### src/rtl/mcs6530_bus_master_pkg.sv
// Shared types for the mcs6530 bus master: FSM state encoding and the
// RS0/CS1 select patterns presented to the RRIOT responder.
package mcs6530_bus_pkg;

  typedef enum logic [1:0] {
    IDLE  = 2'd0,
    DRIVE = 2'd1,
    WAIT  = 2'd2,
    RESP  = 2'd3
  } state_t;

  typedef struct packed {
    logic rs0;
    logic cs1;
  } sel_t;

  // Idle deselects both spaces; ROM needs RS0 low, RAM/IO/timer needs CS1 low.
  localparam sel_t SEL_IDLE = '{rs0: 1'b1, cs1: 1'b1};
  localparam sel_t SEL_ROM  = '{rs0: 1'b0, cs1: 1'b1};
  localparam sel_t SEL_RSEL = '{rs0: 1'b1, cs1: 1'b0};

endpackage

### src/rtl/mcs6530_bus_master_if.sv
// Request/response handshake plus the 6502-side RRIOT bus, bundled so the
// master and its host/responder see one connection.
interface mcs6530_bus_master_if;

  logic       req_valid;
  logic       req_ready;
  logic       req_we;
  logic       req_rom;
  logic [9:0] req_addr;
  logic [7:0] req_wdata;

  logic       rsp_valid;
  logic       rsp_ready;
  logic [7:0] rsp_rdata;
  logic       rsp_err;

  logic [9:0] A;
  logic [7:0] DI;
  logic [7:0] DO;
  logic       OE;
  logic       we_n;
  logic       RS0;
  logic       CS1;
  logic       IRQ;
  logic       irq_rise;

  modport master (
    input  req_valid, req_we, req_rom, req_addr, req_wdata, rsp_ready,
           DO, OE, IRQ,
    output req_ready, rsp_valid, rsp_rdata, rsp_err,
           A, DI, we_n, RS0, CS1, irq_rise
  );

  modport slave (
    output req_valid, req_we, req_rom, req_addr, req_wdata, rsp_ready,
           DO, OE, IRQ,
    input  req_ready, rsp_valid, rsp_rdata, rsp_err,
           A, DI, we_n, RS0, CS1, irq_rise
  );

endinterface

### src/rtl/mcs6530_bus_master.sv
// Single-outstanding bus initiator for the mcs6530: sequences one read or
// write per request, waits (bounded) for OE on reads, and edge-detects IRQ.
module mcs6530_bus_master
  import mcs6530_bus_pkg::*;
#(
  parameter int TIMEOUT = 8
) (
  input  logic                        phi2,
  input  logic                        rst,
  mcs6530_bus_master_if.master        bus
);

  localparam int CW = $clog2(TIMEOUT + 1);

  state_t        state_q, state_d;
  logic          we_q, we_d;
  logic [CW-1:0] cnt_q, cnt_d;
  logic [CW-1:0] cnt_inc;
  logic          req_ready_q, req_ready_d;
  logic          rsp_valid_q, rsp_valid_d;
  logic [7:0]    rdata_q, rdata_d;
  logic          err_q, err_d;
  logic [9:0]    a_q, a_d;
  logic [7:0]    di_q, di_d;
  logic          we_n_q, we_n_d;
  sel_t          sel_q, sel_d;
  logic          irq_hist_q, irq_hist_d;
  logic          irq_rise_q, irq_rise_d;

  assign cnt_inc = cnt_q + CW'(1);

  always_comb begin
    state_d    = state_q;
    we_d       = we_q;
    cnt_d      = cnt_q;
    rdata_d    = rdata_q;
    err_d      = err_q;
    a_d        = a_q;
    di_d       = di_q;
    we_n_d     = we_n_q;
    sel_d      = sel_q;

    unique case (state_q)
      IDLE: begin
        if (bus.req_valid && req_ready_q) begin
          we_d = bus.req_we;
          // ROM is read-only: reject without ever touching the bus.
          if (bus.req_rom && bus.req_we) begin
            state_d = RESP;
            err_d   = 1'b1;
            rdata_d = 8'h00;
          end else begin
            state_d = DRIVE;
            a_d     = bus.req_addr;
            di_d    = bus.req_wdata;
            sel_d   = bus.req_rom ? SEL_ROM : SEL_RSEL;
            we_n_d  = ~bus.req_we;
          end
        end
      end
      DRIVE: begin
        we_n_d = 1'b1;
        if (we_q) begin
          state_d = RESP;
          sel_d   = SEL_IDLE;
          err_d   = 1'b0;
          rdata_d = 8'h00;
        end else begin
          state_d = WAIT;
          cnt_d   = '0;
        end
      end
      WAIT: begin
        // OE is checked first so data arriving on the final count still wins.
        if (bus.OE) begin
          state_d = RESP;
          rdata_d = bus.DO;
          err_d   = 1'b0;
          sel_d   = SEL_IDLE;
        end else if (cnt_inc == CW'(TIMEOUT)) begin
          state_d = RESP;
          rdata_d = 8'h00;
          err_d   = 1'b1;
          sel_d   = SEL_IDLE;
        end else begin
          cnt_d = cnt_inc;
        end
      end
      RESP: begin
        if (bus.rsp_ready) begin
          state_d = IDLE;
        end
      end
      default: state_d = IDLE;
    endcase

    req_ready_d = (state_d == IDLE);
    rsp_valid_d = (state_d == RESP);
    irq_hist_d  = bus.IRQ;
    irq_rise_d  = bus.IRQ & ~irq_hist_q;
  end

  always_ff @(posedge phi2) begin
    if (rst) begin
      state_q     <= IDLE;
      we_q        <= 1'b0;
      cnt_q       <= '0;
      req_ready_q <= 1'b0;
      rsp_valid_q <= 1'b0;
      rdata_q     <= 8'h00;
      err_q       <= 1'b0;
      a_q         <= 10'h000;
      di_q        <= 8'h00;
      we_n_q      <= 1'b1;
      sel_q       <= SEL_IDLE;
      irq_hist_q  <= 1'b0;
      irq_rise_q  <= 1'b0;
    end else begin
      state_q     <= state_d;
      we_q        <= we_d;
      cnt_q       <= cnt_d;
      req_ready_q <= req_ready_d;
      rsp_valid_q <= rsp_valid_d;
      rdata_q     <= rdata_d;
      err_q       <= err_d;
      a_q         <= a_d;
      di_q        <= di_d;
      we_n_q      <= we_n_d;
      sel_q       <= sel_d;
      irq_hist_q  <= irq_hist_d;
      irq_rise_q  <= irq_rise_d;
    end
  end

  assign bus.req_ready = req_ready_q;
  assign bus.rsp_valid = rsp_valid_q;
  assign bus.rsp_rdata = rdata_q;
  assign bus.rsp_err   = err_q;
  assign bus.A         = a_q;
  assign bus.DI        = di_q;
  assign bus.we_n      = we_n_q;
  assign bus.RS0       = sel_q.rs0;
  assign bus.CS1       = sel_q.cs1;
  assign bus.irq_rise  = irq_rise_q;

endmodule
### src/flat_wrapper.sv
// flat-port wrapper written by rule: the top's interface ports become plain ports
module mcs6530_bus_master_flat import mcs6530_bus_pkg::*;
#(
  parameter int TIMEOUT = 8
)
  (phi2, rst, bus_req_valid, bus_req_we, bus_req_rom, bus_req_addr, bus_req_wdata, bus_rsp_ready, bus_DO, bus_OE, bus_IRQ, bus_req_ready, bus_rsp_valid, bus_rsp_rdata, bus_rsp_err, bus_A, bus_DI, bus_we_n, bus_RS0, bus_CS1, bus_irq_rise);
  mcs6530_bus_master_if bus_i ();
  input  logic phi2;
  input  logic rst;
  input wire logic [$bits(bus_i.req_valid)-1:0] bus_req_valid;
  input wire logic [$bits(bus_i.req_we)-1:0] bus_req_we;
  input wire logic [$bits(bus_i.req_rom)-1:0] bus_req_rom;
  input wire logic [$bits(bus_i.req_addr)-1:0] bus_req_addr;
  input wire logic [$bits(bus_i.req_wdata)-1:0] bus_req_wdata;
  input wire logic [$bits(bus_i.rsp_ready)-1:0] bus_rsp_ready;
  input wire logic [$bits(bus_i.DO)-1:0] bus_DO;
  input wire logic [$bits(bus_i.OE)-1:0] bus_OE;
  input wire logic [$bits(bus_i.IRQ)-1:0] bus_IRQ;
  output wire logic [$bits(bus_i.req_ready)-1:0] bus_req_ready;
  output wire logic [$bits(bus_i.rsp_valid)-1:0] bus_rsp_valid;
  output wire logic [$bits(bus_i.rsp_rdata)-1:0] bus_rsp_rdata;
  output wire logic [$bits(bus_i.rsp_err)-1:0] bus_rsp_err;
  output wire logic [$bits(bus_i.A)-1:0] bus_A;
  output wire logic [$bits(bus_i.DI)-1:0] bus_DI;
  output wire logic [$bits(bus_i.we_n)-1:0] bus_we_n;
  output wire logic [$bits(bus_i.RS0)-1:0] bus_RS0;
  output wire logic [$bits(bus_i.CS1)-1:0] bus_CS1;
  output wire logic [$bits(bus_i.irq_rise)-1:0] bus_irq_rise;
  assign bus_i.req_valid = bus_req_valid;
  assign bus_i.req_we = bus_req_we;
  assign bus_i.req_rom = bus_req_rom;
  assign bus_i.req_addr = bus_req_addr;
  assign bus_i.req_wdata = bus_req_wdata;
  assign bus_i.rsp_ready = bus_rsp_ready;
  assign bus_i.DO = bus_DO;
  assign bus_i.OE = bus_OE;
  assign bus_i.IRQ = bus_IRQ;
  assign bus_req_ready = bus_i.req_ready;
  assign bus_rsp_valid = bus_i.rsp_valid;
  assign bus_rsp_rdata = bus_i.rsp_rdata;
  assign bus_rsp_err = bus_i.rsp_err;
  assign bus_A = bus_i.A;
  assign bus_DI = bus_i.DI;
  assign bus_we_n = bus_i.we_n;
  assign bus_RS0 = bus_i.RS0;
  assign bus_CS1 = bus_i.CS1;
  assign bus_irq_rise = bus_i.irq_rise;
  mcs6530_bus_master #(.TIMEOUT(TIMEOUT)) u_core (.phi2(phi2), .rst(rst), .bus(bus_i));
endmodule
### config.mk
export PLATFORM = sky130hd
export DESIGN_NAME = mcs6530_bus_master_flat
export DESIGN_NICKNAME = d
export VERILOG_FILES = /design/src/rtl/mcs6530_bus_master_pkg.sv /design/src/rtl/mcs6530_bus_master_if.sv /design/src/rtl/mcs6530_bus_master.sv /design/src/flat_wrapper.sv
export SDC_FILE = /design/constraint.sdc
export NUM_CORES = 1
export LEC_CHECK = 0
export BUFFER_PORTS_ARGS = -buffer_cell sky130_fd_sc_hd__buf_2
export CAP_MARGIN = 20
export CORE_ASPECT_RATIO = 0.5
export CORE_MARGIN = 8
export CORE_UTILIZATION = 43
export CTS_CLUSTER_DIAMETER = 80
export DETAILED_ROUTE_END_ITERATION = 6
export PLACE_DENSITY_LB_ADDON = 0.12
export SYNTH_ARGS = -nofsm -noshare
export SYNTH_HDL_FRONTEND = slang
export SYNTH_SLANG_ARGS = --single-unit
### constraint.sdc
create_clock -name phi2 -period 1.78 [get_ports phi2]
set_input_delay 0.267 -clock phi2 [delete_from_list [all_inputs] [get_ports phi2]]
set_output_delay 0.267 -clock phi2 [all_outputs]
set_load 0.01 [all_outputs]
==> results of run 1 <==
-- worst max-delay path, delay by kind of cell (launching register included) --
kind                     cells  cell delay (ns)
AND/OR/NAND/NOR              2             0.20
adder cells (fa/ha/maj)      1             0.27
flip-flops                   1             0.42
buffers and inverters        1             0.20
multiplexers                 1             0.12
AO/OA/AOI/OAI                1             0.35
-- layer usage --
layer / track usage / part of all wire
met1: 0.160 / 0.46
met2: 0.223 / 0.42
met3: 0.0658 / 0.11
met4: 0.0416 / 0.0074
met5: 0 / 0
-- sequential cells by signal, indices dropped and copies added, names as in the netlist --
name / count
u_core.bus.we_n: 1
u_core.irq_hist_q: 1
u_core.cnt_q: 4
u_core.bus.rsp_err: 1
u_core.state_q: 2
u_core.bus.rsp_valid: 1
u_core.bus.req_ready: 1
u_core.bus.RS0: 1
u_core.bus.DI: 8
u_core.bus.irq_rise: 1
u_core.bus.rsp_rdata: 8
u_core.bus.A: 10
u_core.we_q: 1
u_core.bus.CS1: 1
-- stage by stage --
step                std cells  cell area, µm²  hold WS, ns
finish                    335            2290        0.208
global placement          328            2200        0.372
detailed placement        328            2200        0.378
floorplan                 208            1780        0.346
CTS                       335            2280        0.198
global route              335            2290        0.212
-- final cells by class --
| class | count | share of cell area |
|---|---|---|
| Timing Repair Buffer | 75 | 0.179 |
| Inverter | 6 | 0.00985 |
| Tap cell | 54 | 0.0295 |
| Sequential cell | 41 | 0.359 |
| Multi-Input combinational cell | 152 | 0.385 |
| Clock buffer | 7 | 0.0377 |
-- power breakdown --
group	switching, mW	internal (mW)
Combinational	0.562	0.476
Clock	0.304	0.308
Sequential	0.0687	1.04
Total	0.935	1.82
-- logic make-up after synthesis --
group                    share of synthesized area
buffers and inverters                       0.0470
multiplexers                                0.0618
AND/OR/NAND/NOR                              0.239
AO/OA/AOI/OAI                                0.156
flip-flops                                   0.461
adder cells (fa/ha/maj)                     0.0351
-- Yosys cell counts (2+ instances only) --
| cell | number | area [µm²] |
|---|---|---|
| and2_1 | 2 | 12.5 |
| nand3_1 | 4 | 20.0 |
| clkbuf_1 | 4 | 15.0 |
| nor2b_1 | 3 | 18.8 |
| nand2_1 | 58 | 218 |
| a31o_2 | 2 | 17.5 |
| mux2i_1 | 11 | 110 |
| nor3_1 | 3 | 15.0 |
| ha_1 | 5 | 62.6 |
| nand3_2 | 2 | 20.0 |
| inv_1 | 6 | 22.5 |
| o21ai_0 | 6 | 30.0 |
| a21oi_1 | 25 | 125 |
| buf_6 | 3 | 33.8 |
| nor2_1 | 7 | 26.3 |
| dfxtp_1 | 41 | 821 |
| nand4_1 | 4 | 25.0 |
| o311a_1 | 3 | 30.0 |
-- worst paths after layout --
path | startpoint | end | slack, ns | cells after the start
setup / recovery | u_core.cnt_q[0]$_SDFFE_PP0P_ | u_core.bus.rsp_rdata[3]$_SDFFE_PP0P_ | 0.10 | 6
hold / removal | bus_req_addr[4] | u_core.bus.A[4]$_SDFFE_PP0P_ | 0.21 | 3
setup reg to reg | u_core.cnt_q[0]$_SDFFE_PP0P_ | u_core.bus.rsp_rdata[3]$_SDFFE_PP0P_ | 0.10 | 6
hold reg to reg | u_core.irq_hist_q$_SDFF_PP0_ | u_core.bus.irq_rise$_SDFF_PP0_ | 0.38 | 1
==> qor.yml, run 1 <==
floorplanning:
  dieArea_mm2: 0.00658
  pin_count: 67
  fp-row-count: 16
  initial_core_util: 0.452
  die_w_um: 107
  core_mm2: 0.00394
  chipHeight_um: 61.5
global_route:
  antenna_found_initial: 0
  grt_max_degree: 22
  overflow: 0
  grt_pass1_wl_um: 7270
  grt_util_all_layers: 0.137
  grt_pass1_vias: 1593
sta:
  min_period_over_period: 0.943
  drv_slew: 0
  worstMarginPinSlew_ns: 0.400
  skew_ns: 0.00900
  setup_ws_ns: 0.102
  max_slew_margin: 0.733
  finalSetupViolations: 0
  finalHoldViolCount: 0
  setup_tns_ns: 0
  fmax_mhz: 596
  rsz0062_at_grt: "true"
  layout_min_cycle_time_ns: 1.68
routing:
  drtPass1Iterations: 4
  postRouteAntennaNets: 0
  drt-vias-per-instance: 5.01
  wl_per_cell_um: 13.3
  vias: 1679
  drt-total-wl_um: 4460
  drc: 0
  drtIter0Drc: 90
setup_path:
  cp.arrival_ns: 1.85
  critical_path_class: "register to register"
  slowest_stage: "dfxtp_1"
  crit_fanout: 8
  cpPeakStageDelay_ns: 0.42
  worstSetupStartpointType: "register"
  worstPathRequired_ns: 1.96
  endpoint_kind: "register"
  crit_chain: "ha_1 > nand2_2 > a221oi_2 > nand3_2 > buf_4 > mux2i_1"
final_layout:
  seq_area_um2: 821
  final_util: 0.580
  nFillCells: 371
  diodes: 0
  multi_input_area_um2: 880
  final_nets: 320
  drive_above_1_share: 0.327
  area_growth_pct: 28.4
  layout_commonest_cell: "buf_2"
  final_cell_mix: "buf_2 (66), nand2_1 (58), dfxtp_1 (41)"
synth:
  yosysUniqueCellTypes: 37
  ys.flop_type: "dfxtp_1"
  synthArstFlopShare: 0
  yosys_warnings: 0
  synth.avg_cell_area_um2: 8.57
  ys_seq_area_frac: 0.461
  syn-cell-area_mm2: 0.00178
  synth_edf_count: 0
  synth_nets: 247
  synthCells: 208
  ys_seq_elements: 41
clock_tree:
  tritoncts: "done"
  clk_latency_ns: 0.29
  cts_buffers: 5
  cts_sinks: 41
  cts_resized: 0
  cts_max_path_buffers: 2
  cts_hold_buf: 0
  clock-root-buffer: "clkbuf_8"
  path_clk_slew_ns: 0.08
  h-tree-depth: 2
  postCtsSetupBuffers: 0
power_and_ir_drop:
  ir_worst_vdd_mv: 0.553
  p_leak_nw: 1.04
  p_per_area_mw_per_mm2: 1200
  total_power_mw: 2.76
worst_hold_path:
  hold_class: "primary input to register"
run:
  cap_viol_max_count: 0
run_status:
  status: "complete, no violations"
placement:
  dp_hpwl_um: 3400
  io_buffers: 66
  dp_worst_setup_slack_ns: 0.119
  place.gp.congestion: 0.840
Power figures use the tool's default switching activity.
==> run 2: changes to the inputs <==
- BUFFER_PORTS_ARGS: -buffer_cell sky130_fd_sc_hd__buf_2 -> unset
- CORE_UTILIZATION: 43 -> 55
- DONT_BUFFER_PORTS: unset -> 1
==> qor.yml, run 2 (synthesis gave the netlist of run 1 again) <==
run_status:
  status: "complete, no violations"  # unchanged
global_route:
  grt_pass1_wl_um: 6400  # was 7270 µm
  grt_pass1_vias: 1374  # was 1,593
  grt_max_degree: 33  # was 22
  overflow: 0  # unchanged
  grt_util_all_layers: 0.150  # was 0.137
  antenna_found_initial: 0  # unchanged
clock_tree:
  tritoncts: "done"  # unchanged
  path_clk_slew_ns: 0.08  # about the same
  clk_latency_ns: 0.29  # about the same
  h-tree-depth: 2  # unchanged
  cts_hold_buf: 0  # unchanged
  cts_max_path_buffers: 2  # unchanged
  cts_buffers: 5  # unchanged
  cts_sinks: 41  # unchanged
  clock-root-buffer: "clkbuf_8"  # unchanged
final_layout:
  seq_area_um2: 821  # unchanged
  multi_input_area_um2: 877  # was 880 µm²
  final_nets: 254  # was 320
  largest_reg_flops: 10  # unchanged
  diodes: 0  # unchanged
  layout_commonest_cell: "nand2_1"  # was buf_2
  nFillCells: 271  # was 371
  finalNonFillerCells: 256  # was 335
  drive_above_1_share: 0.120  # was 0.327
  final_cell_mix: "nand2_1 (58), dfxtp_1 (41), a21oi_1 (25)"  # was buf_2 (66), nand2_1 (58), dfxtp_1 (41)
  area_growth_pct: 9.69  # was 28.4%
sta:
  max_slew_margin: 0.674  # was 0.733
  skew_ns: 0.00487  # was 0.00900 ns
  worstMarginPinSlew_ns: 0.487  # was 0.400 ns
  min_period_over_period: 0.933  # was 0.943
  finalSetupViolations: 0  # unchanged
  rsz0062_at_grt: "false"  # was true
  drv_slew: 0  # unchanged
  finalHoldViolCount: 0  # unchanged
  hold_slack_ns: 0.0417  # was 0.208 ns
  fmax_mhz: 602  # was 596 MHz
  layout_min_cycle_time_ns: 1.66  # was 1.68 ns
  setup_tns_ns: 0  # unchanged
placement:
  io_buffers: 0  # was 66
  dp_cells: 247  # was 328
  dp_hpwl_um: 3030  # was 3400 µm
  place.gp.congestion: 0.814  # was 0.840
routing:
  drtPass1Iterations: 4  # unchanged
  drc: 0  # unchanged
  drt-vias-per-instance: 5.66  # was 5.01
  drt-total-wl_um: 3990  # was 4460 µm
  postRouteAntennaNets: 0  # unchanged
  wl_per_cell_um: 15.6  # was 13.3 µm
  vias: 1450  # was 1,679
  drtIter0Drc: 87  # was 90
setup_path:
  crit_fanout: 11  # was 8
  worstPathRequired_ns: 1.97  # was 1.96 ns
  worstSetupStartpointType: "register"  # unchanged
  endpoint_kind: "register"  # unchanged
  critical_path_class: "register to register"  # unchanged
  cp.arrival_ns: 1.85  # about the same
power_and_ir_drop:
  p_leak_nw: 0.749  # was 1.04 nW
  total_power_mw: 2.75  # was 2.76 mW
  ir_worst_vdd_mv: 0.706  # was 0.553 mV
  p_per_area_mw_per_mm2: 1410  # was 1200 mW/mm²
worst_hold_path:
  hold_class: "primary input to register"  # unchanged
floorplanning:
  fp-row-count: 14  # was 16
  pin_count: 67  # unchanged
  initial_core_util: 0.585  # was 0.452
  chipHeight_um: 56.2  # was 61.5 µm
  dieArea_mm2: 0.00543  # was 0.00658 mm²
  die_w_um: 96.5  # was 107 µm
  core_mm2: 0.00305  # was 0.00394 mm²
run:
  cap_viol_max_count: 0  # unchanged
[run 2: critical path: stages, from the launching register on]
cell,delay (ns)
dfxtp_1,0.32
inv_1,0.11
ha_1,0.18
buf_4,0.17
nand3_1,0.12
a21o_1,0.22
a32o_1,0.25
and4_1,0.20
[run 2: area by class of cell]
class / instances / area share
clock buffer: 7 / 0.0442
clock inverter: 1 / 0.0154
inverter: 6 / 0.0115
multi-input combinational: 152 / 0.449
sequential: 41 / 0.420
tap: 40 / 0.0256
timing repair buffer: 9 / 0.0346
[run 2: path summary, 6_finish.rpt]
| check | slack [ns] | start | end | cells past startpoint |
|---|---|---|---|---|
| setup / recovery | 0.12 | u_core.state_q[0]$_SDFF_PP0_ | u_core.bus.req_ready$_SDFF_PP0_ | 7 |
| hold / removal | 0.04 | rst | u_core.state_q[1]$_SDFF_PP0_ | 1 |
| setup reg to reg | 0.12 | u_core.state_q[0]$_SDFF_PP0_ | u_core.bus.req_ready$_SDFF_PP0_ | 7 |
| hold reg to reg | 0.39 | u_core.irq_hist_q$_SDFF_PP0_ | u_core.bus.irq_rise$_SDFF_PP0_ | 1 |
[run 2: where the power goes]
group | leakage (nW) | total (mW) | switching, mW | internal [mW]
logic | 0.358 | 0.821 | 0.443 | 0.377
registers | 0.333 | 1.17 | 0.137 | 1.04
clock network | 0.0585 | 0.760 | 0.303 | 0.457
[run 2: stage by stage]
step                      setup slack, ns   util  area (µm²)
after floorplan                    0.0738      -        1780
after global placement              0.133  0.601        1830
after detailed placement            0.130  0.601        1830
after CTS                          0.0853  0.639        1950
after global routing               0.0116  0.641        1950
final                               0.120  0.641        1950
[run 2: repair_timing]
action / in CTS / in global routing
setup buffers: 0 / 1
resized for setup: 0 / 0
setup endpoints to repair: 0 / 2
hold endpoints to repair: 0 / 0
[run 2: layer usage]
layer | share of wire | vias to the layer above | track usage
met5 | 0 | - | 0
met3 | 0.15 | 6 | 0.0848
met2 | 0.43 | 61 | 0.227
li1 | - | 723 | -
met1 | 0.40 | 660 | 0.167
met4 | 0.011 | 0 | 0.0641
